File: src/rtl/launch_pkg.sv
// Shared types and constants for the program launcher.
package launch_pkg;

    typedef enum logic [2:0] {
        IDLE     = 3'd0,
        LOAD     = 3'd1,
        CORE_RST = 3'd2,
        RUN      = 3'd3,
        DRAIN    = 3'd4,
        FINISH   = 3'd5
    } state_t;

    localparam int CORE_RST_CYCLES = 2;
    localparam int RST_CNT_W       = (CORE_RST_CYCLES > 2) ? $clog2(CORE_RST_CYCLES) : 1;

    // Width able to hold a window length; a zero-length window still gets one bit.
    function automatic int cnt_width(input int len);
        return (len < 2) ? 1 : $clog2(len + 1);
    endfunction

endpackage

File: src/rtl/win_counter.sv
// Window index counter: remaining-words down-counter with terminal compare,
// plus an up-counting index added to the window base address.
module win_counter
    import launch_pkg::*;
#(
    parameter int AW   = 8,
    parameter int BASE = 0,
    parameter int LEN  = 1
) (
    input  logic          clk,
    input  logic          reset,
    input  logic          load,
    input  logic          inc,
    output logic [AW-1:0] addr,
    output logic          last
);

    localparam int CNT_W = cnt_width(LEN);

    logic [CNT_W-1:0] remain;
    logic [AW-1:0]    index;

    always_ff @(posedge clk) begin
        if (reset) begin
            remain <= '0;
            index  <= '0;
        end else if (load) begin
            remain <= CNT_W'(LEN);
            index  <= '0;
        end else if (inc && (remain != '0)) begin
            remain <= remain - 1'b1;
            index  <= index + 1'b1;
        end
    end

    // Index wraps naturally modulo 2^AW.
    assign addr = AW'(BASE) + index;
    assign last = (remain == CNT_W'(1));

endmodule

File: src/rtl/prog_launcher.sv
// Host-side run initiator: preload memory, reset/release core, await done, drain results.
// Optional running XOR of drained words when LAUNCH_CHECKSUM_EN is defined.
//
// state    | meaning
// IDLE     | waiting for start after reset
// LOAD     | accepting preload words into data memory
// CORE_RST | core held in reset for CORE_RST_CYCLES
// RUN      | core owns memory, counting cycles until done or timeout
// DRAIN    | streaming result window out
// FINISH   | run complete, status held until next start
module prog_launcher
    import launch_pkg::*;
#(
    parameter int AW        = 8,
    parameter int DW        = 8,
    parameter int LOAD_BASE = 0,
    parameter int LOAD_LEN  = 64,
    parameter int RES_BASE  = 64,
    parameter int RES_LEN   = 32,
    parameter int TIMEOUT   = 4096,
    parameter int CW        = 16
) (
    input  logic          clk,
    input  logic          reset,
    input  logic          start,
    input  logic          ld_valid,
    input  logic [DW-1:0] ld_data,
    output logic          ld_ready,
    output logic          core_reset,
    output logic          core_req,
    input  logic          core_done,
    output logic          mem_own,
    output logic          mem_wr_en,
    output logic [AW-1:0] mem_addr,
    output logic [DW-1:0] mem_wr_data,
    input  logic [DW-1:0] mem_rd_data,
    output logic          res_valid,
    output logic [DW-1:0] res_data,
    input  logic          res_ready,
    output logic          busy,
    output logic          finished,
    output logic          timed_out,
    output logic [CW-1:0] run_cycles,
    output logic [DW-1:0] checksum
);

    state_t state, state_nxt;

    logic                 start_go;
    logic                 ld_fire;
    logic                 res_fire;
    logic                 ld_last;
    logic                 res_last;
    logic                 rst_done;
    logic                 timeout_hit;
    logic [AW-1:0]        ld_addr;
    logic [AW-1:0]        res_addr;
    logic [RST_CNT_W-1:0] rst_cnt;
    logic [CW:0]          run_cycles_inc;

    assign start_go = start && ((state == IDLE) || (state == FINISH));
    // Handshakes are suppressed while reset is high so an in-flight word is dropped.
    assign ld_fire  = (state == LOAD)  && ld_valid  && !reset;
    assign res_fire = (state == DRAIN) && res_ready && !reset;

    win_counter #(
        .AW   (AW),
        .BASE (LOAD_BASE),
        .LEN  (LOAD_LEN)
    ) u_ld_win (
        .clk   (clk),
        .reset (reset),
        .load  (start_go),
        .inc   (ld_fire),
        .addr  (ld_addr),
        .last  (ld_last)
    );

    win_counter #(
        .AW   (AW),
        .BASE (RES_BASE),
        .LEN  (RES_LEN)
    ) u_res_win (
        .clk   (clk),
        .reset (reset),
        .load  (start_go),
        .inc   (res_fire),
        .addr  (res_addr),
        .last  (res_last)
    );

    always_ff @(posedge clk) begin
        if (reset) begin
            state <= IDLE;
        end else begin
            state <= state_nxt;
        end
    end

    always_comb begin
        state_nxt = state;
        case (state)
            IDLE, FINISH: begin
                if (start) begin
                    state_nxt = (LOAD_LEN == 0) ? CORE_RST : LOAD;
                end
            end
            LOAD: begin
                if (ld_fire && ld_last) begin
                    state_nxt = CORE_RST;
                end
            end
            CORE_RST: begin
                if (rst_done) begin
                    state_nxt = RUN;
                end
            end
            RUN: begin
                // Done takes priority over a timeout landing in the same cycle.
                if (core_done) begin
                    state_nxt = (RES_LEN == 0) ? FINISH : DRAIN;
                end else if (timeout_hit) begin
                    state_nxt = FINISH;
                end
            end
            DRAIN: begin
                if (res_fire && res_last) begin
                    state_nxt = FINISH;
                end
            end
            default: state_nxt = IDLE;
        endcase
    end

    always_comb begin
        ld_ready    = 1'b0;
        core_reset  = 1'b1;
        core_req    = 1'b0;
        mem_own     = 1'b1;
        mem_wr_en   = 1'b0;
        mem_addr    = '0;
        mem_wr_data = '0;
        res_valid   = 1'b0;
        res_data    = '0;
        busy        = 1'b1;
        finished    = 1'b0;
        case (state)
            IDLE: begin
                busy = 1'b0;
            end
            LOAD: begin
                ld_ready = !reset;
                mem_addr = ld_addr;
                if (ld_fire) begin
                    mem_wr_en   = 1'b1;
                    mem_wr_data = ld_data;
                end
            end
            RUN: begin
                core_reset = 1'b0;
                core_req   = 1'b1;
                mem_own    = 1'b0;
            end
            DRAIN: begin
                mem_addr  = res_addr;
                res_valid = !reset;
                res_data  = mem_rd_data;
            end
            FINISH: begin
                busy     = 1'b0;
                finished = 1'b1;
            end
            default: begin
                busy = 1'b1;
            end
        endcase
    end

    // Reloaded whenever outside CORE_RST so every entry gets the full hold time.
    always_ff @(posedge clk) begin
        if (reset || (state != CORE_RST)) begin
            rst_cnt <= RST_CNT_W'(CORE_RST_CYCLES - 1);
        end else if (rst_cnt != '0) begin
            rst_cnt <= rst_cnt - 1'b1;
        end
    end

    assign rst_done = (rst_cnt == '0);

    assign run_cycles_inc = {1'b0, run_cycles} + 1'b1;
    assign timeout_hit    = (run_cycles_inc >= (CW + 1)'(TIMEOUT));

    always_ff @(posedge clk) begin
        if (reset) begin
            run_cycles <= '0;
            timed_out  <= 1'b0;
        end else if (start_go) begin
            run_cycles <= '0;
            timed_out  <= 1'b0;
        end else if (state == RUN) begin
            if (run_cycles != '1) begin
                run_cycles <= run_cycles_inc[CW-1:0];
            end
            if (!core_done && timeout_hit) begin
                timed_out <= 1'b1;
            end
        end
    end

`ifdef LAUNCH_CHECKSUM_EN
    logic [DW-1:0] csum;

    always_ff @(posedge clk) begin
        if (reset) begin
            csum <= '0;
        end else if (start_go) begin
            csum <= '0;
        end else if (res_fire) begin
            csum <= csum ^ mem_rd_data;
        end
    end

    assign checksum = csum;
`else
    assign checksum = '0;
`endif

endmodule

File: config.mk
export PLATFORM = sky130hd
export DESIGN_NAME = prog_launcher
export DESIGN_NICKNAME = d
export VERILOG_FILES = /design/src/rtl/launch_pkg.sv /design/src/rtl/win_counter.sv /design/src/rtl/prog_launcher.sv
export SDC_FILE = /design/constraint.sdc
export NUM_CORES = 1
export LEC_CHECK = 0
export ABC_AREA = 0
export CELL_PAD_IN_SITES_DETAIL_PLACEMENT = 0
export CELL_PAD_IN_SITES_GLOBAL_PLACEMENT = 1
export CORE_MARGIN = 2
export CORE_UTILIZATION = 38
export DETAILED_ROUTE_END_ITERATION = 8
export PLACE_DENSITY = 0.87
export SLEW_MARGIN = 20
export SYNTH_ARGS = -nofsm -noshare
export SYNTH_HDL_FRONTEND = slang
export SYNTH_SLANG_ARGS = --single-unit
File: constraint.sdc
create_clock -name clk -period 3.6 [get_ports clk]
set_clock_uncertainty 0.15 [all_clocks]
set_input_delay 0.72 -clock clk [delete_from_list [all_inputs] [get_ports clk]]
set_output_delay 0.72 -clock clk [all_outputs]
set_load 0.05 [all_outputs]
==> results by group <==
Status
  • Status: complete, no violations

Final layout
  • Post-layout nets: 436
  • Post-route core utilization: between 50% and 60%
  • Fill cells: 712
  • N_diodes: 0
  • Final std cells w/o fill: ~500
  • Multi-input combinational cell area: 0.00171 mm2
  • Share of post-route cells with drive strength above 1: 8.37%
  • Area Overhead vs Synth: 32.7%
  • Sequential cell area: between 0.001 and 0.0015 mm2
  • Final Cell Area: 0.00382 mm2

Synth
  • Seq/Total Area, Yosys: 34.7%
  • Mapped Area: 0.00288 mm2
  • Synth Area in Simple Gates: just under 30%
  • Distinct cells, synth: 52
  • Post-synth ARST share: 0%
  • Number of synthesized flops with an enable pin: 0
  • Synth Area in Compound Gates: 11.6%
  • Flops & latches, synth: 50
  • Mux cell area share after synthesis: about 1.7%
  • Average size of a mapped cell: around 8.5 um2
  • Main combinational cell family by area after synthesis: simple AND/OR/NAND/NOR gates
  • Share of synthesized cell area in full adder, half adder and majority cells: 3.47%
  • Synth Area in XOR/XNOR: between 10 and 15%
  • Top FF cell, synth: dfxtp_1
  • Post-Syn Instances: 340
  • Yosys warnings: 0

Placed design
  • GP Congestion: 0.805
  • Port Buffers: 70
  • Pre-CTS WS: 0.408 ns
  • Placed Instance Area: 0.00374 mm2
  • Dpl hpwl: 4940 um
  • Placed insts: 498

Routing
  • Drt initial violations: 98
  • Residual DRC count: 0
  • Via count: ~2.5k
  • Met3 WL: 328 um
  • Post-detailed-routing wire length: 6590 um
  • Drt wl/cell: 13.0 um
  • M1 WL: about 3000 um
  • Top routing layer in use: met4
  • Vias per cell: 4.98
  • DRT antenna net count: 0
  • WL met2: 3190 um
  • Initial DRT Pass Iterations: 4

CTS
  • Worst-path clk slew: 0.08 ns
  • H-tree Lvls: 2
  • Max clock buf depth: 2
  • CTS Buf Count: 5
  • Clk_lat worst skew: 0.30 ns
  • Hold Buf Count CTS: 0
  • CTS Root Cell: clkbuf_8
  • Post-CTS Resized: 0
  • Clock sink count: 50
  • # Post-CTS Setup Buffers: 0
  • CTS tree: yes

Setup path
  • CP required: 2.73 ns
  • Slowest cell on the critical path: clkdlybuf4s50_1
  • Worst-path maximum fanout: 21
  • Critical path arrival: between 2 and 2.5 ns
  • Critical Path Start Type: flip-flop
  • WP buf/inv: 1
  • Crit-path leading delay family: simple AND/OR/NAND/NOR gates
  • Crit end category: primary output
  • CP peak stage delay: about 0.81 ns
  • Crit-path cells: nand2b_1 > nor2_1 > and2_1 > clkdlybuf4s50_1
  • CP Class: reg2out

Floorplanning
  • Core Region: 0.00729 mm2
  • Die width: between 90 and 100 um
  • Standard-cell rows: 31
  • I/O pins: 79
  • Die Span Y: 91.1 um
  • Die area: ~0.0083 mm2
  • Initial core utilization: 39.5%

Global route
  • Congestion Overflow GR: 0
  • Largest net degree at the start of global routing: 22
  • Vias in the first global route: around 2.4k
  • First-pass GRT wire length: between 10000 and 15000 um
  • Gr usage total: 15.8%
  • Initial antenna violation count: 0

Pwr
  • Total power: 1.02 mW
  • Peak VDD IR: 0.000179 V
  • Power density over the cells: 268 mW/mm2
  • Pleak: between 1 and 1.5 nW

STA
  • Relative slew margins: 51.4%
  • Min cycle time layout: 3.33 ns
  • Final setup violating endpoints: 0
  • Hold Worst Slack: approximately 0.34 ns
  • Setup TNS: 0 ns
  • Final Cycle Share: 92.5%
  • Max Slew Vio Count: 0
  • Final Hold Viols: 0
  • Final worst slack: 0.270 ns
  • RSZ-0062 raised after global routing: false
  • Achievable clock frequency: 300 MHz
  • Measured slew at the worst slew-check pin: 0.724 ns

Hold path
  • Min-delay worst type: reg2reg

Job
  • Total of max-cap violations: 0
## where the power goes
group          internal [mW]  switching (mW)
Clock                  0.134           0.177
Sequential             0.557         0.00749
Combinational         0.0621          0.0870
Total                  0.753           0.272
## routing by layer
layer,vias to the layer above,track usage [%]
met5,-,0
met1,1168,19.9
met3,4,3.24
met2,61,26.9
met4,0,4.92
li1,1284,-
## worst paths after layout
path / startpoint / slack [ns] / endpoint / cells after the start
worst max-delay path: state[1] / 0.27 / res_data[5] / 4
worst max register to register: state[1] / 1.04 / run_cycles[14] / 6
worst min register to register: u_ld_win.remain[6] / 0.34 / u_ld_win.remain[6] / 2
worst min-delay path: u_ld_win.remain[6] / 0.34 / u_ld_win.remain[6] / 2
## worst reg2reg max path, stage by stage (launching register included)
cell and delay (ns):
dfxtp_1 0.77, nand3b_1 0.29, buf_4 0.27, nor3_1 0.40, nor4b_1 0.35, xnor2_1 0.16, nor2_1 0.06
## flip-flops by register name, indices dropped and copies added (netlist names)
register / flops
timed_out: 1
u_ld_win.remain: 7
run_cycles: 16
u_res_win.remain: 6
rst_cnt: 1
state: 3
u_res_win.index: 8
u_ld_win.index: 8
## area by class of cell
cell class,instances,area share (%)
Multi-Input combinational cell,259,44.6
Sequential cell,50,26.2
Timing Repair Buffer,80,22.9
Tap cell,99,3.24
Clock buffer,6,1.90
Inverter,10,0.982
Clock inverter,1,0.196
## logic make-up (layout without fill, tap and decap cells)
family          count (synthesis)  in the layout
fa+ha+maj                       8              8
buf+inv                        38             97
compound gates                 40             40
other cells                     1              8
simple gates                  158            158
flops                          50             50
mux                             5              5
xor+xnor                       40             40
## cells in the mapped netlist, drive strengths merged, types with 5 or more instances
cell type  count  area [um2]
a2111oi        7        68.8
a211oi         7        52.6
a22oi          8        60.1
and2          17         106
buf           22         144
clkbuf         6        22.5
dfxtp         50        1000
ha             8         100
inv           10        37.5
mux2i          5        50.1
nand2         17        63.8
nand2b         5        31.3
nand3          8        40.0
nand4         13        87.6
nand4b         5        43.8
nor2          64         243
nor3           5        25.0
xnor2         21         184
xor2          19         166
## placed cells by master, fill, tap and decap left out, drive strengths merged, types with 10 or more instances in the layout
cell / count
and2: 17
buf: 20
clkdlybuf4s50: 60
dfxtp: 50
inv: 10
nand2: 17
nand4: 13
nor2: 64
xnor2: 21
xor2: 19
No activity file was read; power rests on OpenSTA's default activity.
